<file path="config.mk">
export PLATFORM = sky130hd
export DESIGN_NAME = mem_arb_clt_flat
export DESIGN_NICKNAME = d
export VERILOG_FILES = /design/src/rtl/mem_arb_pkg.sv /design/src/rtl/mem_arb_clt_if.sv /design/src/rtl/rr_arb2.sv /design/src/rtl/mem_arb_clt.sv /design/src/flat_wrapper.sv
export SDC_FILE = /design/constraint.sdc
export NUM_CORES = 1
export LEC_CHECK = 0
export ABC_CLOCK_PERIOD_IN_PS = 4000
export CAP_MARGIN = 20
export CORE_MARGIN = 2
export CORE_UTILIZATION = 30
export DETAILED_ROUTE_END_ITERATION = 7
export GPL_TIMING_DRIVEN = 0
export PLACE_DENSITY = 0.73
export SYNTH_ARGS = -nofsm -noshare
export SYNTH_HDL_FRONTEND = slang
export SYNTH_SLANG_ARGS = --single-unit
</file>
<file path="constraint.sdc">
create_clock -name clock -period 4 [get_ports clock]
set_input_delay 1 -clock clock [delete_from_list [all_inputs] [get_ports clock]]
set_output_delay 1 -clock clock [all_outputs]
set_load 0.02 [all_outputs]
</file>
<file path="src/rtl/mem_arb_pkg.sv">
// rtl/mem_arb_pkg.sv - shared types for the fetch/memory-stage arbiter
package mem_arb_pkg;

    typedef enum logic [1:0] {
        IDLE = 2'd0,
        REQ  = 2'd1,
        WAIT = 2'd2
    } state_t;

    typedef enum logic {
        OWN_I = 1'b0,
        OWN_D = 1'b1
    } owner_t;

endpackage

</file>
<file path="src/rtl/mem_arb_clt_if.sv">
// rtl/mem_arb_clt_if.sv - pipeline and memory port bundle for mem_arb_clt
interface mem_arb_clt_if #(
    parameter int AW = 32,
    parameter int DW = 32
);
    logic          if_req;
    logic [AW-1:0] if_addr;
    logic [DW-1:0] if_rdata;
    logic          if_valid;
    logic          flush;
    logic          dm_req;
    logic [3:0]    dm_we;
    logic [AW-1:0] dm_addr;
    logic [DW-1:0] dm_wdata;
    logic [DW-1:0] dm_rdata;
    logic          dm_valid;
    logic          mem_req;
    logic [3:0]    mem_we;
    logic [AW-1:0] mem_addr;
    logic [DW-1:0] mem_wdata;
    logic          mem_ready;
    logic [DW-1:0] mem_rdata;
    logic          mem_rvalid;
    logic          stall_f;
    logic          stall_m;

    // Arbiter side: owns the memory request and the per-stage responses.
    modport master (
        input  if_req, if_addr, flush, dm_req, dm_we, dm_addr, dm_wdata,
        input  mem_ready, mem_rdata, mem_rvalid,
        output if_rdata, if_valid, dm_rdata, dm_valid,
        output mem_req, mem_we, mem_addr, mem_wdata, stall_f, stall_m
    );

    // Pipeline stages plus memory: the environment around the arbiter.
    modport slave (
        output if_req, if_addr, flush, dm_req, dm_we, dm_addr, dm_wdata,
        output mem_ready, mem_rdata, mem_rvalid,
        input  if_rdata, if_valid, dm_rdata, dm_valid,
        input  mem_req, mem_we, mem_addr, mem_wdata, stall_f, stall_m
    );
endinterface

</file>
<file path="src/rtl/rr_arb2.sv">
// rtl/rr_arb2.sv - two-way picker, data side first unless it won last time
module rr_arb2
    import mem_arb_pkg::*;
(
    input  logic   req_i,
    input  logic   req_d,
    input  owner_t last,
    output logic   gnt_d
);

    // Data wins alone, or on a tie when fetch was the previous winner.
    assign gnt_d = req_d && (!req_i || (last != OWN_D));

endmodule

</file>
<file path="src/rtl/mem_arb_clt.sv">
// rtl/mem_arb_clt.sv - single-outstanding memory port shared by fetch and memory stage
module mem_arb_clt
    import mem_arb_pkg::*;
#(
    parameter int AW = 32,
    parameter int DW = 32
) (
    input  logic          clock,
    input  logic          rst_pc,
    mem_arb_clt_if.master bus
);

    state_t        state_q, state_d;
    owner_t        own_q, own_d;
    owner_t        last_q, last_d;
    logic          drop_q, drop_d;
    logic          mem_req_q, mem_req_d;
    logic [3:0]    mem_we_q, mem_we_d;
    logic [AW-1:0] mem_addr_q, mem_addr_d;
    logic [DW-1:0] mem_wdata_q, mem_wdata_d;

    logic fetch_eff;
    logic gnt_d;
    logic resp_fire;
    logic kill_fetch;

    // A fetch killed this very cycle must not be granted.
    assign fetch_eff  = bus.if_req && !bus.flush;
    assign kill_fetch = bus.flush && (own_q == OWN_I);
    assign resp_fire  = (state_q == WAIT) && bus.mem_rvalid;

    rr_arb2 u_pick (
        .req_i (fetch_eff),
        .req_d (bus.dm_req),
        .last  (last_q),
        .gnt_d (gnt_d)
    );

    // State and request registers; reset aborts any transaction in flight.
    always_ff @(posedge clock or negedge rst_pc) begin
        if (!rst_pc) begin
            state_q     <= IDLE;
            own_q       <= OWN_I;
            last_q      <= OWN_I;
            drop_q      <= 1'b0;
            mem_req_q   <= 1'b0;
            mem_we_q    <= '0;
            mem_addr_q  <= '0;
            mem_wdata_q <= '0;
        end else begin
            state_q     <= state_d;
            own_q       <= own_d;
            last_q      <= last_d;
            drop_q      <= drop_d;
            mem_req_q   <= mem_req_d;
            mem_we_q    <= mem_we_d;
            mem_addr_q  <= mem_addr_d;
            mem_wdata_q <= mem_wdata_d;
        end
    end

    // Grant in IDLE, hold the request until accepted, then wait for the response.
    always_comb begin
        state_d     = state_q;
        own_d       = own_q;
        last_d      = last_q;
        drop_d      = drop_q;
        mem_req_d   = mem_req_q;
        mem_we_d    = mem_we_q;
        mem_addr_d  = mem_addr_q;
        mem_wdata_d = mem_wdata_q;
        unique case (state_q)
            IDLE: begin
                if (fetch_eff || bus.dm_req) begin
                    own_d     = gnt_d ? OWN_D : OWN_I;
                    last_d    = gnt_d ? OWN_D : OWN_I;
                    mem_req_d = 1'b1;
                    state_d   = REQ;
                    if (gnt_d) begin
                        mem_we_d    = bus.dm_we;
                        mem_addr_d  = bus.dm_addr;
                        mem_wdata_d = bus.dm_wdata;
                    end else begin
                        mem_we_d    = '0;
                        mem_addr_d  = bus.if_addr;
                        mem_wdata_d = '0;
                    end
                end
            end
            REQ: begin
                if (kill_fetch) drop_d = 1'b1;
                if (bus.mem_ready) begin
                    mem_req_d = 1'b0;
                    state_d   = WAIT;
                end
            end
            WAIT: begin
                if (kill_fetch) drop_d = 1'b1;
                if (bus.mem_rvalid) begin
                    drop_d  = 1'b0;
                    state_d = IDLE;
                end
            end
            default: state_d = IDLE;
        endcase
    end

    assign bus.mem_req   = mem_req_q;
    assign bus.mem_we    = mem_we_q;
    assign bus.mem_addr  = mem_addr_q;
    assign bus.mem_wdata = mem_wdata_q;

    // A flush arriving together with the response also suppresses it.
    assign bus.if_rdata = bus.mem_rdata;
    assign bus.dm_rdata = bus.mem_rdata;
    assign bus.if_valid = resp_fire && (own_q == OWN_I) && !drop_q && !bus.flush;
    assign bus.dm_valid = resp_fire && (own_q == OWN_D);
    assign bus.stall_f  = bus.if_req && !bus.if_valid;
    assign bus.stall_m  = bus.dm_req && !bus.dm_valid;

endmodule
</file>
<file path="src/flat_wrapper.sv">
// flat-port wrapper written by rule: the top's interface ports become plain ports
module mem_arb_clt_flat import mem_arb_pkg::*;
#(
    parameter int AW = 32,
    parameter int DW = 32
)
  (clock, rst_pc, bus_if_req, bus_if_addr, bus_flush, bus_dm_req, bus_dm_we, bus_dm_addr, bus_dm_wdata, bus_mem_ready, bus_mem_rdata, bus_mem_rvalid, bus_if_rdata, bus_if_valid, bus_dm_rdata, bus_dm_valid, bus_mem_req, bus_mem_we, bus_mem_addr, bus_mem_wdata, bus_stall_f, bus_stall_m);
  mem_arb_clt_if #(.AW(AW), .DW(DW)) bus_i ();
  input  logic clock;
  input  logic rst_pc;
  input wire logic [$bits(bus_i.if_req)-1:0] bus_if_req;
  input wire logic [$bits(bus_i.if_addr)-1:0] bus_if_addr;
  input wire logic [$bits(bus_i.flush)-1:0] bus_flush;
  input wire logic [$bits(bus_i.dm_req)-1:0] bus_dm_req;
  input wire logic [$bits(bus_i.dm_we)-1:0] bus_dm_we;
  input wire logic [$bits(bus_i.dm_addr)-1:0] bus_dm_addr;
  input wire logic [$bits(bus_i.dm_wdata)-1:0] bus_dm_wdata;
  input wire logic [$bits(bus_i.mem_ready)-1:0] bus_mem_ready;
  input wire logic [$bits(bus_i.mem_rdata)-1:0] bus_mem_rdata;
  input wire logic [$bits(bus_i.mem_rvalid)-1:0] bus_mem_rvalid;
  output wire logic [$bits(bus_i.if_rdata)-1:0] bus_if_rdata;
  output wire logic [$bits(bus_i.if_valid)-1:0] bus_if_valid;
  output wire logic [$bits(bus_i.dm_rdata)-1:0] bus_dm_rdata;
  output wire logic [$bits(bus_i.dm_valid)-1:0] bus_dm_valid;
  output wire logic [$bits(bus_i.mem_req)-1:0] bus_mem_req;
  output wire logic [$bits(bus_i.mem_we)-1:0] bus_mem_we;
  output wire logic [$bits(bus_i.mem_addr)-1:0] bus_mem_addr;
  output wire logic [$bits(bus_i.mem_wdata)-1:0] bus_mem_wdata;
  output wire logic [$bits(bus_i.stall_f)-1:0] bus_stall_f;
  output wire logic [$bits(bus_i.stall_m)-1:0] bus_stall_m;
  assign bus_i.if_req = bus_if_req;
  assign bus_i.if_addr = bus_if_addr;
  assign bus_i.flush = bus_flush;
  assign bus_i.dm_req = bus_dm_req;
  assign bus_i.dm_we = bus_dm_we;
  assign bus_i.dm_addr = bus_dm_addr;
  assign bus_i.dm_wdata = bus_dm_wdata;
  assign bus_i.mem_ready = bus_mem_ready;
  assign bus_i.mem_rdata = bus_mem_rdata;
  assign bus_i.mem_rvalid = bus_mem_rvalid;
  assign bus_if_rdata = bus_i.if_rdata;
  assign bus_if_valid = bus_i.if_valid;
  assign bus_dm_rdata = bus_i.dm_rdata;
  assign bus_dm_valid = bus_i.dm_valid;
  assign bus_mem_req = bus_i.mem_req;
  assign bus_mem_we = bus_i.mem_we;
  assign bus_mem_addr = bus_i.mem_addr;
  assign bus_mem_wdata = bus_i.mem_wdata;
  assign bus_stall_f = bus_i.stall_f;
  assign bus_stall_m = bus_i.stall_m;
  mem_arb_clt #(.AW(AW), .DW(DW)) u_core (.clock(clock), .rst_pc(rst_pc), .bus(bus_i));
endmodule
</file>
Word-level counts from Yosys, hierarchy flattened. Index checks and enable logic that the tools add are counted.

Logic and storage cells: 50. Flip-flop bits (word level): 73. Input bits: 139. Output and inout port bits: 137.

Reduce and logical (&&, ||, !) cells: 23. Eq/ne operators: 5. Bitwise gates (word level): 1. Mux-type cells: 14.

Operators with widths (number): 32-bit two-way mux (2); 1-bit logical AND (10); 2-bit two-way mux (3); 2-bit one-hot mux with 3 select lines (1); 3-bit AND reduction (2); 1-bit logical NOT (5); 1-bit two-way mux (5); 4-bit two-way mux (1); 2-bit inequality test, second input constant (2); 1-bit one-hot mux with 2 select lines (2); 2-bit nonzero test (2); 2-bit by 1-bit == test with 1-bit output, second input constant (1); 2-bit == test, second input constant (1); 2-bit logical NOT (1); 1-bit logical OR (2); 2-bit by 1-bit inequality test with 1-bit output, second input constant (1); 2-bit AND reduction (1); 1-bit inverter (1).

Depth between registers and ports, before layout. Gate-level depths: netlist (run 1).

Depth after elaboration: 7. Mapped depth: 7. Depth with buffers taken out: 6.

Modules after synthesis. A second synthesis (run 1) with hierarchy kept.

Cells, all modules: 355. Area, all modules: 4012.6 um^2.

By module, submodules not included: mem_arb_clt (cells each 354, sequential area each 1826.8 um^2, times used 1, area an instance 4001.3 um^2); rr_arb2 (cells each 1, sequential area each 0.0 um^2, times used 1, area an instance 11.3 um^2).

Worst setup path after synthesis (run 1). Ideal clock, no wire load.

Path type: input port to output port. Start: input bus_mem_rvalid. End: output bus_stall_f. Stages on the path: 3. Arrival time: 2.024 ns. Path buffers: 0. Data required time: 3.000 ns. Path slack: 0.976 ns. Path through: nand2_1 > nor4_1 > nor2b_1.

Cells in the longest elaborated chain, start to end: 6.

Ends and longest elaborated chain: start: declaration (line flat_wrapper.sv:20) `input wire logic [$bits(bus_i.mem_rvalid)-1:0] bus_mem_rvalid;`; 1-bit logical AND (line mem_arb_clt.sv:30) `assign resp_fire = (state_q == WAIT) && bus.mem_rvalid;`; 1-bit logical AND (3 in series) (line mem_arb_clt.sv:116) `assign bus.if_valid = resp_fire && (own_q == OWN_I) && !drop_q && !bus.flush;`; named net bus_if_valid (line flat_wrapper.sv:22) `output wire logic [$bits(bus_i.if_valid)-1:0] bus_if_valid;`; 1-bit logical NOT (line mem_arb_clt.sv:118) `assign bus.stall_f = bus.if_req && !bus.if_valid;`; 1-bit logical AND (line mem_arb_clt.sv:118); end: declaration (line flat_wrapper.sv:29) `output wire logic [$bits(bus_i.stall_f)-1:0] bus_stall_f;`.

The timed path passes the listed nets, and every way through them passes these cells.

Final worst setup path (run 1).
Start: input bus_mem_rvalid. End: output bus_if_valid.

Cells in the longest elaborated chain, start to end: 4.

Ends and longest elaborated chain (line): 1-bit logical AND (mem_arb_clt.sv:30); 1-bit logical AND (3 in series) (mem_arb_clt.sv:116); end: declaration (flat_wrapper.sv:22).

Every way passes these cells.

==> run_results.csv, run 1 <==
group,metric,value,unit
outcome,status,"finished with violations",
outcome,violations,"DRC",
cts,cts_made_buffers,9,
timing,drv_slew,0,
grt,grt_usage,18.2,%
route,routedWlPerCell,15.9,um
synth,synth_top_family_by_area,"compound AO/OA/AOI/OAI gates",
floorplanning,initial_utilization,31.1,%
placement,pre_cts_ws,0.320,ns
setup_path,worst_ep_arrival_time,2.69,ns
cts,clk_pin_slew,0.06,ns
synth,syn_area,3580,um2
setup_path,cp-start-kind,"input pin",
synth,yosys_warnings,0,
timing,finalCritPeriodShare,92.2,%
synth,synth_top_area_share,51.0,%
synth,ys.flop_type,"dfrtp_1",
synth,synth-compound-area-share,20.2,%
grt,grt_pass1_wl,18500,um
timing,skew,0.00525,ns
route,routed_via_density,4.45,
timing,setup_viol_count_final,0,
setup_path,cp_max_fo,3,
timing,slew-limit-headroom,39.3,%
cts,htree_levels,3,
grt,grt_overflow,0,
route,dr_total_vias,3368,
timing,period_minus_slack,3.69,ns
floorplanning,die_y,113,um
synth,ys_async_sr_fraction,100,%
floorplanning,ios,276,
timing,hold_viol,0,
synth,synth.most_common_cell,"dfrtp_1",
grt,grt_pass1_vias,3524,
synth,avgSynthCellArea,10.1,um2
final_layout,final_cell_area,6530,um2
floorplanning,fp.coreArea,11500,um2
synth,yosys.area_share.simple,8.35,%
final_layout,syn_to_final_growth,82.5,%
setup_path,endpoint_kind,"output pin",
final_layout,drive_above_1_share,17.4,%
synth,ys_seq_area_share,51.0,%
synth,yosysTopAreaCell,"dfrtp_1",
timing,fin_ws,0.314,ns
synth,synth_xor_area_share,0,%
power,cellPowerDensity,675,nW/um2
flow_run,drv_cap,0,
route,ant_nets,0,
worst_hold_path,hp-class,"register to register",
route,wirelength,12000,um
power,ir_drop,334,uV
floorplanning,die-area,12800,um2
power,finalPower,4410,uW
placement,place.port_buffers,243,
route,top_layer,"met4",
cts,postCtsSetupRepairBufs,0,
route,drcViolationCount,20,
setup_path,critPathKind,"input pin to output pin",
final_layout,fin_cells,757,
setup_path,crit_required,3.00,ns
final_layout,fin_util,56.7,%
synth,synth_common_cells,"dfrtp_1, buf_4, a21oi_1",
synth,synth_nets,499,
route,first_pass_iters,6,
floorplanning,die_w,113,um
timing,timing.fmax,271,MHz
route,wl_met3,1250,um
synth,synth_mux_area_share,0.629,%
timing,worstMarginPinSlew,0.911,ns
placement,hpwlAfterDp,9550,um
final_layout,nNetsFinal,753,
cts,cts_tree,"done",
cts,cts.path.max_buffers,2,
synth,synth_adder_area_share,1.75,%
grt,grt_max_degree,74,
placement,placed_cells,741,
cts,root_buffer,"clkbuf_16",
power,p_leak,0.00287,uW
final_layout,diodes,0,
timing,rsz0062_at_grt,"false",
placement,dpl-instance-area,6190,um2
route,routedLengthMet1,4420,um
synth,syn_inst,355,
synth,synth_edf_count,0,
placement,gp_congestion,0.815,
cts,cts_resized,0,
cts,cts_hold_buf,0,
cts,clock_latency,0.32,ns
synth,synth_area_leaders,"dfrtp_1, buf_4, a21oi_1",
floorplanning,row_count,39,
route,drt_iter0_drc,201,
synth,synth.distinct_cells,25,
grt,antenna_found_initial,0,
cts,clock_sinks,73,
synth,synth-seq-cells,73,
route,wl_met2,6200,um
==> critical path, stage by stage <==
cell and delay [ns]:
clkdlybuf4s50_1 0.51, nand2_1 0.09, nor4_1 0.38, clkdlybuf4s50_1 0.72
==> routing by layer <==
layer / vias to the layer above / global-route usage (%)
met4: 0 / 4.07
met5: - / 0
met2: 166 / 32.9
li1: 1651 / -
met3: 11 / 6.05
met1: 1540 / 21.0
==> state kept, by name (all words and copies together), names as in the netlist <==
register,count
u_core.bus.mem_addr,32
u_core.bus.mem_wdata,32
u_core.bus.mem_we,4
u_core.state_q,2
u_core.bus.mem_req,1
u_core.drop_q,1
u_core.own_q,1
==> kinds of logic (layout without fill, tap and decap cells) <==
| family | after synthesis | in the layout |
|---|---|---|
| AOI/OAI and AO/OA | 110 | 110 |
| adders and majority gates | 5 | 5 |
| buffers and inverters | 91 | 350 |
| DFF | 73 | 73 |
| muxes | 2 | 2 |
| and+or+nand+nor | 74 | 74 |
==> stage by stage <==
stage,TNS (ns),hold slack (ns)
final,0,0.503
after global routing,0,0.526
after CTS,0,0.510
after detailed placement,0,0.491
after global placement,-37.38,0.489
after floorplan,0,0.507
==> worst paths after layout <==
check,from,end,slack (ns),cells after the start
setup / recovery,bus_mem_rvalid,bus_if_valid,0.31,4
hold / removal,u_core.bus.mem_we[0]$_DFFE_PN0P_,u_core.bus.mem_we[0]$_DFFE_PN0P_,0.50,1
setup reg to reg,u_core.state_q[0]$_DFFE_PN0P_,u_core.state_q[0]$_DFFE_PN0P_,2.33,6
hold reg to reg,u_core.bus.mem_we[0]$_DFFE_PN0P_,u_core.bus.mem_we[0]$_DFFE_PN0P_,0.50,1
max in group asynchronous,rst_pc,u_core.bus.mem_addr[24]$_DFFE_PN0P_,2.59,1
min in group asynchronous,rst_pc,u_core.bus.mem_wdata[6]$_DFFE_PN0P_,0.81,1
==> final cells by class <==
class | instances | area (um2)
clock buffer | 9 | 225
sequential | 73 | 1830
multi-input combinational | 191 | 1110
inverter | 7 | 26.3
timing repair buffer | 243 | 2430
tap | 143 | 179
clock inverter | 7 | 119
buffer | 84 | 619
fill | 1036 | 4980
==> layout by cell type (no fill, tap or decap), types with 2 or more instances in the layout <==
master and count:
buf_4 69, a22o_1 36, buf_2 9, mux2_2 2
a21oi_2 2, buf_1 2, clkbuf_16 9, nand2_1 35
bufinv_16 3, nor2_1 34, buf_6 5, clkinvlp_4 2
a21oi_1 65, ha_1 5, clkdlybuf4s50_1 242, a31oi_1 2
inv_1 6, dfrtp_1 73
==> power by group <==
part | internal (uW) | switching, uW | leakage [uW] | total (uW)
Sequential | 1080 | 201 | 0.000876 | 1290
Combinational | 1100 | 1110 | 0.00184 | 2210
Clock | 609 | 301 | 0.000162 | 910
(Power assumes the default switching activity.)
==> run 2: changes to the inputs <==
--- a/config.mk
+++ b/config.mk
@@ -11,7 +11,8 @@
 export CORE_UTILIZATION = 30
 export DETAILED_ROUTE_END_ITERATION = 7
 export GPL_TIMING_DRIVEN = 0
-export PLACE_DENSITY = 0.73
+export PLACE_DENSITY = 0.7
 export SYNTH_ARGS = -nofsm -noshare
 export SYNTH_HDL_FRONTEND = slang
+export SYNTH_HIERARCHICAL = 1
 export SYNTH_SLANG_ARGS = --single-unit
==> run_results.csv, run 2 <==
group,metric,value,unit
timing,timing.fmax,284,MHz
cts,cts_made_buffers,9,
final_layout,drive_above_1_share,26.0,%
synth,syn_area,4010,um2
power,p_int,2860,uW
floorplanning,die_y,120,um
grt,grt_pass1_vias,3484,
floorplanning,row_count,42,
setup_path,endpoint_kind,"output pin",
route,drcViolationCount,0,
setup_path,path_buf_inv,2,
setup_path,critPathKind,"input pin to output pin",
final_layout,nNetsFinal,754,
grt,grt_usage,15.9,%
timing,worstMarginPinSlew,0.489,ns
floorplanning,die_w,120,um
setup_path,path_delay_family,"buffers and inverters",
synth,synth_top_area_share,45.5,%
power,clkPwrFrac,22.3,%
cts,htree_levels,3,
cts,cts.path.max_buffers,2,
route,drt_iter0_drc,64,
route,dr_total_vias,3290,
grt,grt_overflow,0,
route,routedWlPerCell,14.3,um
placement,place.port_buffers,243,
timing,hold_viol,0,
grt,grt_max_degree,38,
synth,synth_nets,499,
setup_path,cp_slowest_cell,"clkdlybuf4s50_1",
synth,synth_common_cells,"dfrtp_1, buf_4, mux2_2",
final_layout,final_common_cell,"clkdlybuf4s50_1",
timing,finalSetupTns,0,ns
grt,antenna_found_initial,0,
final_layout,final_cell_mix,"clkdlybuf4s50_1, dfrtp_1, buf_4",
synth,ys_async_sr_fraction,100,%
synth,synth-seq-cells,73,
timing,slew-limit-headroom,67.4,%
final_layout,fin_util,53.6,%
setup_path,worst_ep_arrival_time,2.52,ns
synth,synth_edf_count,0,
synth,yosys_warnings,6,
floorplanning,ios,276,
cts,cts_hold_buf,0,
final_layout,syn_to_final_growth,75.6,%
route,ant_nets,0,
route,wirelength,11300,um
placement,hpwlAfterDp,9180,um
synth,ys.flop_type,"dfrtp_1",
final_layout,fillers,1161,
synth,ys_seq_area_share,45.5,%
synth,yosysTopAreaCell,"dfrtp_1",
floorplanning,initial_utilization,30.5,%
cts,clock_latency,0.33,ns
flow_run,drv_cap,0,
timing,rsz0062_at_grt,"false",
power,p_leak,0.00307,uW
power,p_seq_share,28.5,%
final_layout,diodes,0,
setup_path,crit_path_cell_trace,"clkdlybuf4s50_1 -> nand2_1 -> nor4_1 -> clkdlybuf4s50_1",
timing,finalCritPeriodShare,87.9,%
power,power_switching,1470,uW
synth,avgSynthCellArea,11.3,um2
cts,clock_sinks,73,
timing,period_minus_slack,3.52,ns
route,routed_via_density,4.16,
synth,synth.most_common_cell,"dfrtp_1",
cts,cts_resized,0,
setup_path,slowest_delay,0.68,ns
setup_path,crit_required,3.00,ns
power,switching_share,33.9,%
timing,drv_slew,0,
outcome,status,"finished, final reports clean",
grt,grt_pass1_wl,18000,um
floorplanning,die-area,14300,um2
power,p_comb_share,49.2,%
synth,synth_area_leaders,"dfrtp_1, mux2_2, buf_4",
timing,skew,0.00627,ns
setup_path,cp-start-kind,"input pin",
cts,postCtsSetupRepairBufs,0,
timing,whs,0.485,ns
floorplanning,fp.coreArea,13100,um2
cts,clk_pin_slew,0.06,ns
cts,root_buffer,"clkbuf_16",
route,first_pass_iters,4,
power,ir_drop,267,uV
worst_hold_path,hp-class,"register to register",
setup_path,cp_max_fo,3,
setup_path,cp_common_cell,"clkdlybuf4s50_1",
synth,syn_inst,355,
power,cellPowerDensity,614,nW/um2
timing,setup_viol_count_final,0,
placement,gp_congestion,0.761,
cts,cts_tree,"done",
synth,synth.distinct_cells,21,
[run 2: cell types whose count changed in the layout (fill, tap and decap cells not counted), moves of 3 or more]
cell and delta:
a21oi_1 -65, mux2_2 +57, a22o_1 -36, mux2i_1 +36, inv_1 +34, nor2_1 -33
mux2_1 +8, nand2_1 +5, clkbuf_8 +3
[run 2: final timing paths]
check	start	end	slack [ns]	depth (start not counted)
min reg2reg	u_core/bus.mem_addr[15]$_DFFE_PN0P_	u_core/bus.mem_addr[15]$_DFFE_PN0P_	0.49	1
max	bus_mem_rvalid	bus_if_valid	0.48	4
max reg2reg	u_core/last_q$_DFFE_PN0P_	u_core/bus.mem_wdata[28]$_DFFE_PN0P_	2.19	7
min	u_core/bus.mem_addr[15]$_DFFE_PN0P_	u_core/bus.mem_addr[15]$_DFFE_PN0P_	0.49	1
max in group asynchronous	rst_pc	u_core/bus.mem_addr[20]$_DFFE_PN0P_	2.79	2
min in group asynchronous	rst_pc	u_core/bus.mem_wdata[17]$_DFFE_PN0P_	0.63	1
[run 2: area by class of cell]
cell class	count	area, um2	share of cell area, %
buffer	80	606	8.59
timing repair buffer	244	2450	34.8
clock buffer	12	267	3.78
multi-input combinational	162	1430	20.3
tap	176	220	3.12
inverter	40	150	2.13
sequential	73	1830	25.9
clock inverter	4	97.6	1.38
[run 2: layer usage]
metal / vias to the layer above / global-route usage (%) / share of wire, %
li1: 1588 / - / -
met1: 1549 / 17.3 / 38
met2: 146 / 29.0 / 52
met3: 7 / 5.56 / 8.7
met4: 0 / 4.41 / 0.69
met5: - / 0 / 0
[run 2: metrics by stage]
stage | total power (uW) | setup WS, ns | instances | instance area, um2
2_1_floorplan | 2400 | 0.977 | 355 | 4010
3_3_place_gp | 3350 | -0.617 | 774 | 6670
3_5_place_dp | 3410 | 0.468 | 775 | 6680
6_report | 4330 | 0.482 | 791 | 7050
4_1_cts | 4390 | 0.467 | 791 | 7050
5_1_grt | 4570 | 0.420 | 791 | 7050
[run 2: power by group through the flow]
stage | registers, uW | clock network [uW] | logic [uW]
after floorplan | 1610 | 0 | 794
after global placement | 1230 | 0 | 2120
after detailed placement | 1250 | 0 | 2160
after CTS | 1240 | 989 | 2170
after global routing | 1280 | 1030 | 2260
final | 1230 | 964 | 2130
[run 2: cell families after synthesis]
group / synth area share, %
buffers and inverters: 18.8
muxes: 27.8
DFF: 45.5
and+or+nand+nor: 4.83
AOI/OAI and AO/OA: 1.47
adders and majority gates: 1.56
==> run 3: changes to the inputs <==
--- a/config.mk
+++ b/config.mk
@@ -9,10 +9,10 @@
 export CAP_MARGIN = 20
 export CORE_MARGIN = 2
 export CORE_UTILIZATION = 30
+export CTS_CLUSTER_DIAMETER = 120
 export DETAILED_ROUTE_END_ITERATION = 7
 export GPL_TIMING_DRIVEN = 0
-export PLACE_DENSITY = 0.7
+export PLACE_DENSITY = 0.73
 export SYNTH_ARGS = -nofsm -noshare
 export SYNTH_HDL_FRONTEND = slang
-export SYNTH_HIERARCHICAL = 1
 export SYNTH_SLANG_ARGS = --single-unit
==> results of run 3 <==
No change in the layout: final DEF, timing and power equal those of run 1.
